<file path="src/rtl/spmv_mem_pkg.sv">
// spmv_mem_pkg: shared memory-port widths and request-entry layout for the PE/MC bridge
package spmv_mem_pkg;
   localparam int MEM_ADDR_W   = 48;
   localparam int TAG_W        = 3;
   localparam int RDCTL_W      = 32;
   localparam int RDCTL_ST_BIT = 31;
   localparam int DATA_W       = 64;
   // request entry is {is_st, addr, d_or_tag}
   localparam int REQ_D_LSB    = 0;
   localparam int REQ_ADDR_LSB = REQ_D_LSB + DATA_W;
   localparam int REQ_ST_BIT   = REQ_ADDR_LSB + MEM_ADDR_W;
   localparam int REQ_W        = REQ_ST_BIT + 1;
   localparam int RSP_W        = TAG_W + DATA_W;
endpackage

</file>
<file path="src/rtl/spmv_sync_fifo.sv">
// spmv_sync_fifo: single-clock show-ahead FIFO; DEPTH must be a power of 2
module spmv_sync_fifo #(
   parameter int W     = 8,
   parameter int DEPTH = 4,
   localparam int AW   = $clog2(DEPTH)
) (
   input  logic          clk,
   input  logic          rst,
   input  logic          push,
   input  logic          pop,
   input  logic [W-1:0]  din,
   output logic [W-1:0]  dout,
   output logic [AW:0]   count,
   output logic          full,
   output logic          empty
);
   logic [W-1:0] mem [DEPTH];
   logic [AW-1:0] wr_ptr, rd_ptr;
   logic do_push, do_pop;
   assign do_push = push && !full;
   assign do_pop  = pop && !empty;
   assign full    = count == (AW+1)'(DEPTH);
   assign empty   = count == '0;
   assign dout    = mem[rd_ptr];
   always_ff @(posedge clk) begin
      if (rst) begin
         wr_ptr <= '0;
         rd_ptr <= '0;
         count  <= '0;
      end else begin
         if (do_push) wr_ptr <= wr_ptr + AW'(1);
         if (do_pop) rd_ptr <= rd_ptr + AW'(1);
         count <= count + (AW+1)'(do_push) - (AW+1)'(do_pop);
      end
   end
   always_ff @(posedge clk) if (do_push) mem[wr_ptr] <= din;
endmodule

</file>
<file path="src/rtl/spmv_mc_bridge.sv">
// spmv_mc_bridge: PE memory port to Convey MC port with load credits and response buffering
module spmv_mc_bridge
   import spmv_mem_pkg::*;
#(
   parameter int REQ_DEPTH       = 4,
   parameter int MAX_OUTSTANDING = 32,
   parameter int RSP_DEPTH       = 32
) (
   input  logic                  clk,
   input  logic                  rst,
   input  logic                  req_mem_ld,
   input  logic                  req_mem_st,
   input  logic [MEM_ADDR_W-1:0] req_mem_addr,
   input  logic [DATA_W-1:0]     req_mem_d_or_tag,
   output logic                  req_mem_stall,
   output logic                  rsp_mem_push,
   output logic [TAG_W-1:0]      rsp_mem_tag,
   output logic [DATA_W-1:0]     rsp_mem_q,
   input  logic                  rsp_mem_stall,
   output logic                  mc_req_ld,
   output logic                  mc_req_st,
   output logic [MEM_ADDR_W-1:0] mc_req_vadr,
   output logic [DATA_W-1:0]     mc_req_wrd_rdctl,
   input  logic                  mc_req_stall,
   input  logic                  mc_rsp_push,
   input  logic [RDCTL_W-1:0]    mc_rsp_rdctl,
   input  logic [DATA_W-1:0]     mc_rsp_data,
   output logic                  mc_rsp_stall,
   output logic                  idle,
   output logic                  err
);
   localparam int LW = $clog2(MAX_OUTSTANDING) + 1;
   localparam int QW = $clog2(REQ_DEPTH) + 1;
   localparam int RW = $clog2(RSP_DEPTH) + 1;
   localparam int SW = 16;
   if (RSP_DEPTH < MAX_OUTSTANDING) begin : g_depth_chk
      $error("spmv_mc_bridge: RSP_DEPTH must be >= MAX_OUTSTANDING");
   end
   logic [REQ_W-1:0] rq_din, rq_head;
   logic [QW-1:0] rq_count;
   logic rq_full, rq_empty, enq, issue, head_st, ld_issue, st_issue;
   logic [RSP_W-1:0] rsp_head;
   logic [RW-1:0] rsp_count;
   logic rsp_full, rsp_empty, rsp_wr, rsp_rd, st_cmpl, ld_rsp, orphan;
   logic [LW-1:0] ld_out;
   logic [SW-1:0] st_out;
   logic unused_rdctl;
   assign unused_rdctl = ^mc_rsp_rdctl[RDCTL_ST_BIT-1:TAG_W];
   assign enq      = req_mem_ld || req_mem_st;
   assign rq_din   = {req_mem_st, req_mem_addr, req_mem_d_or_tag};
   assign head_st  = rq_head[REQ_ST_BIT];
   assign issue    = !rq_empty && !mc_req_stall && (head_st || ld_out < LW'(MAX_OUTSTANDING));
   assign ld_issue = issue && !head_st;
   assign st_issue = issue && head_st;
   assign st_cmpl  = mc_rsp_push && mc_rsp_rdctl[RDCTL_ST_BIT];
   assign ld_rsp   = mc_rsp_push && !mc_rsp_rdctl[RDCTL_ST_BIT];
   // a load response with no issued-but-unreturned load behind it (e.g. after reset)
   assign orphan   = ld_rsp && (ld_out == LW'(rsp_count));
   assign rsp_wr   = ld_rsp && !orphan && !rsp_full;
   assign rsp_rd   = !rsp_empty && !rsp_mem_stall;
   assign mc_rsp_stall = 1'b0;
   spmv_sync_fifo #(.W(REQ_W), .DEPTH(REQ_DEPTH)) u_req_q (
      .clk(clk), .rst(rst), .push(enq), .pop(issue), .din(rq_din), .dout(rq_head),
      .count(rq_count), .full(rq_full), .empty(rq_empty)
   );
   spmv_sync_fifo #(.W(RSP_W), .DEPTH(RSP_DEPTH)) u_rsp_q (
      .clk(clk), .rst(rst), .push(rsp_wr), .pop(rsp_rd),
      .din({mc_rsp_rdctl[TAG_W-1:0], mc_rsp_data}), .dout(rsp_head),
      .count(rsp_count), .full(rsp_full), .empty(rsp_empty)
   );
   always_ff @(posedge clk) begin
      if (rst) begin
         req_mem_stall    <= 1'b0;
         mc_req_ld        <= 1'b0;
         mc_req_st        <= 1'b0;
         mc_req_vadr      <= '0;
         mc_req_wrd_rdctl <= '0;
         rsp_mem_push     <= 1'b0;
         rsp_mem_tag      <= '0;
         rsp_mem_q        <= '0;
         ld_out           <= '0;
         st_out           <= '0;
         idle             <= 1'b1;
         err              <= 1'b0;
      end else begin
         req_mem_stall    <= rq_count >= QW'(REQ_DEPTH - 2);
         mc_req_ld        <= ld_issue;
         mc_req_st        <= st_issue;
         mc_req_vadr      <= issue ? rq_head[REQ_ADDR_LSB +: MEM_ADDR_W] : '0;
         mc_req_wrd_rdctl <= st_issue ? rq_head[REQ_D_LSB +: DATA_W] :
                             ld_issue ? DATA_W'(rq_head[REQ_D_LSB +: TAG_W]) : '0;
         rsp_mem_push     <= rsp_rd;
         rsp_mem_tag      <= rsp_rd ? rsp_head[DATA_W +: TAG_W] : '0;
         rsp_mem_q        <= rsp_rd ? rsp_head[DATA_W-1:0] : '0;
         ld_out           <= ld_out + LW'(ld_issue) - LW'(rsp_mem_push);
         st_out           <= st_out + SW'(st_issue) - SW'(st_cmpl && st_out != '0);
         idle             <= rq_count == '0 && ld_out == '0 && st_out == '0 && rsp_count == '0 &&
                             !mc_req_ld && !mc_req_st;
         err              <= err || (req_mem_ld && req_mem_st) || (enq && rq_full) ||
                             (st_cmpl && st_out == '0) || orphan;
      end
   end
endmodule
</file>
<file path="config.mk">
export PLATFORM = sky130hd
export DESIGN_NAME = spmv_mc_bridge
export DESIGN_NICKNAME = d
export VERILOG_FILES = /design/src/rtl/spmv_mem_pkg.sv /design/src/rtl/spmv_sync_fifo.sv /design/src/rtl/spmv_mc_bridge.sv
export SDC_FILE = /design/constraint.sdc
export NUM_CORES = 2
export LEC_CHECK = 0
export ABC_AREA = 1
export CORE_ASPECT_RATIO = 1.4
export CORE_MARGIN = 1.5
export CORE_UTILIZATION = 61
export CTS_CLUSTER_SIZE = 8
export DETAILED_ROUTE_END_ITERATION = 7
export GPL_TIMING_DRIVEN = 1
export PLACE_DENSITY = 0.84
export REMOVE_ABC_BUFFERS = 1
export SYNTH_ARGS = -nofsm -noshare
export SYNTH_HDL_FRONTEND = slang
export SYNTH_SLANG_ARGS = --single-unit
</file>
<file path="constraint.sdc">
create_clock -name clk -period 17.1 [get_ports clk]
set_clock_uncertainty 0.1 [all_clocks]
set_input_delay 2.565 -clock clk [delete_from_list [all_inputs] [get_ports clk]]
set_output_delay 2.565 -clock clk [all_outputs]
set_load 0.01 [all_outputs]
</file>
==> out/metrics.yaml <==
status: "completed"
grt_pass1_vias: 79612
synth-seq-cells: 2828
cts_sinks: 2828
drt-total-wl_um: 307000
tns_ps: 0
synth-main-ff-cell: "edfxtp_1"
rsz0062_at_grt: "no"
dpl_worst_slack_ps: 10030
yosysWarnings: 0
worst-endpoint-required_ps: 17480
cp_slowest_cell: "nor2_4"
crit_path_start_kind: "primary input"
drcViolationCount: 0
avgSynthCellArea_sq_um: 11.2
grtUsageMet3_pct: 7.04
max_cap_violations: 0
min_period_ps: 6430
grt_pass1_wl_um: 456000
setup_violations: 0
fp.dieArea_sq_um: 187000
busiest_layer: "met2"
min_path_type: "flop to flop"
cp.arrival_ps: 6810
fin_nets: 10631
ys_seq_area_share_pct: 73.3
hold_slack_ps: 385
ys_async_sr_fraction_pct: 0
use_met1_pct: 37.3
powerDensity_nw_per_um2: 143
max_freq_mhz: 156
die_x_um: 366
worst_slew_pin_slew_ps: 1450
post-route-period-util_pct: 37.6
wl_per_cell_um: 23.4
gp_congestion: 0.821
drt_iter0_drc: 11668
final_antenna_net_count: 0
boundaryPins: 401
cts_buffer_depth: 4
port_buffers: 371
syn2layout_area_growth_pct: 15.0
cts_hold_buf: 0
crit_chain: "clkdlybuf4s50_1 -> nand3_1 -> inv_1 -> nand2_2 -> inv_1 -> nand2_1 -> nor2_4 -> buf_4"
dp_hpwl_um: 151000
grtUsageMet2_pct: 53.2
overflow: 0
cts_inserted_buffers: 396
cts_tree: "built"
slowest_delay_ps: 1270
grt_max_degree: 222
finalHoldViolCount: 0
grt_usage_pct: 31.9
rows: 186
fin_ws_ps: 10670
ys_types: 32
slew_viol_final: 0
vias_per_cell: 6.09
synth_edf_count: 2596
ir_worst_vdd_v: 0.000103
drtPass1Iterations: 6
postCtsSetupRepairBufs: 0
vias: 79844
critical_path.endpoint_type: "flop"
p_leak_uw: 0.0486
worstSetupPathType: "primary input to flop"
cp_common_cell: "inv_1"
cts_resized: 0
path_clk_slew_ps: 50
cts_root_buf: "clkbuf_16"
drive_gt1_share_pct: 5.53
coreArea_sq_um: 184000
worst_skew_pair.late_latency_ps: 870
syn_area_sq_um: 113000
netlist_instances: 10030
final_util_pct: 70.6
initial_core_util_pct: 61.4
relSlewSlack_pct: 3.24
antenna_found_initial: 29
dieHeight_um: 512
htreeDepth: 5
cp_max_fo: 41
## power by group
| part | leakage, uW | switching (uW) | internal, uW |
|---|---|---|---|
| logic | 0.0178 | 2290 | 952 |
| clock network | 0.00544 | 2850 | 4380 |
| registers | 0.0254 | 161 | 7940 |
| total | 0.0486 | 5300 | 13300 |
## final cells by class
cell class	instances	area [sq um]
clock buffers	674	11100
repair buffers	477	4570
multi-input cells	6197	26200
fillers	10751	53900
flip-flops and latches	2828	82600
clock inverters	19	360
inverters	460	1760
well taps	2444	3060
diodes	22	55.1
## layout by cell type (no fill, tap or decap), types with 4 or more instances in the layout
| master | n |
|---|---|
| nand2_1 | 2775 |
| edfxtp_1 | 2596 |
| nor2_1 | 1711 |
| nand3_1 | 725 |
| o21ai_0 | 594 |
| inv_1 | 449 |
| clkbuf_16 | 402 |
| clkdlybuf4s50_1 | 371 |
| clkbuf_1 | 272 |
| dfxtp_1 | 226 |
| a21oi_1 | 222 |
| buf_4 | 101 |
| ha_1 | 52 |
| nor2_4 | 35 |
| o21ai_1 | 34 |
| diode_2 | 22 |
| o211ai_1 | 11 |
| inv_16 | 7 |
| nor3_1 | 6 |
| dfxtp_4 | 6 |
| inv_6 | 5 |
| buf_12 | 5 |
| nand4_1 | 4 |
| nand2_2 | 4 |
| inv_4 | 4 |
| fa_1 | 4 |
| clkinv_8 | 4 |
## layer usage
metal,vias to the layer above,wire length [um]
li1,34458,-
met1,37687,100000
met2,6246,149000
met3,1429,36600
met4,24,20800
met5,-,155
## through the flow
stage          instances  power [uW]  cell area (sq um)
4_1_cts            13099       18500             130000
3_3_place_gp       12406       11200             118000
3_5_place_dp       12406       11300             118000
2_1_floorplan       9485       11000             110000
5_1_grt            13110       19200             130000
6_report           13121       18600             130000
## cell families (layout without fill, tap and decap cells)
kind of cell / count (synthesis) / after routing / share of synthesized area (%)
XOR/XNOR: 4 / 4 / 0.0311
buffers and inverters: 1005 / 1630 / 3.79
flip-flops: 2828 / 2828 / 73.3
other: 1 / 23 / 0.00333
AO/OA/AOI/OAI: 868 / 868 / 3.89
adder cells (fa/ha/maj): 56 / 56 / 0.648
AND/OR/NAND/NOR: 5268 / 5268 / 18.4
## cell usage after synthesis (9+ instances only)
library cell | count | area share [%]
edfxtp_1 | 2596 | 69
o21ai_0 | 594 | 2.6
o21ai_1 | 34 | 0.15
buf_2 | 279 | 1.2
buf_6 | 10 | 0.10
clkbuf_1 | 192 | 0.64
inv_1 | 451 | 1.5
o211ai_1 | 11 | 0.073
dfxtp_1 | 232 | 4.1
ha_1 | 52 | 0.58
buf_4 | 20 | 0.13
inv_2 | 9 | 0.030
nor2_1 | 1744 | 5.8
a21oi_1 | 222 | 0.99
nor3_1 | 9 | 0.040
nand3_1 | 725 | 3.2
nand2_1 | 2777 | 9.2
buf_1 | 44 | 0.15
## path summary, 6_finish.rpt
| check | start | end | slack (ps) | cells past startpoint |
|---|---|---|---|---|
| max | mc_rsp_push | u_rsp_q.mem[16][52] | 10670 | 8 |
| min | u_req_q.rd_ptr[0] | flop | 390 | 2 |
| max reg2reg | u_rsp_q.count[2] | u_rsp_q.mem[16][52] | 12160 | 10 |
| min reg2reg | u_req_q.rd_ptr[0] | flop | 390 | 2 |
## state kept, by name (all words and copies together) (netlist names), 3 cells and up, named ones only
register          cells
mc_req_vadr          48
u_req_q.count         3
ld_out                6
u_rsp_q.count         6
rsp_mem_tag           3
u_rsp_q.mem        2144
u_rsp_q.rd_ptr        5
u_req_q.mem         452
u_rsp_q.wr_ptr        5
rsp_mem_q            64
mc_req_wrd_rdctl     64
st_out               16
## worst max-delay path, delay by kind of cell
family,cells,cell delay [ps]
and+or+nand+nor,4,2160
buffers and inverters,4,1960
Note: power is estimated with default switching activity, not from simulation.
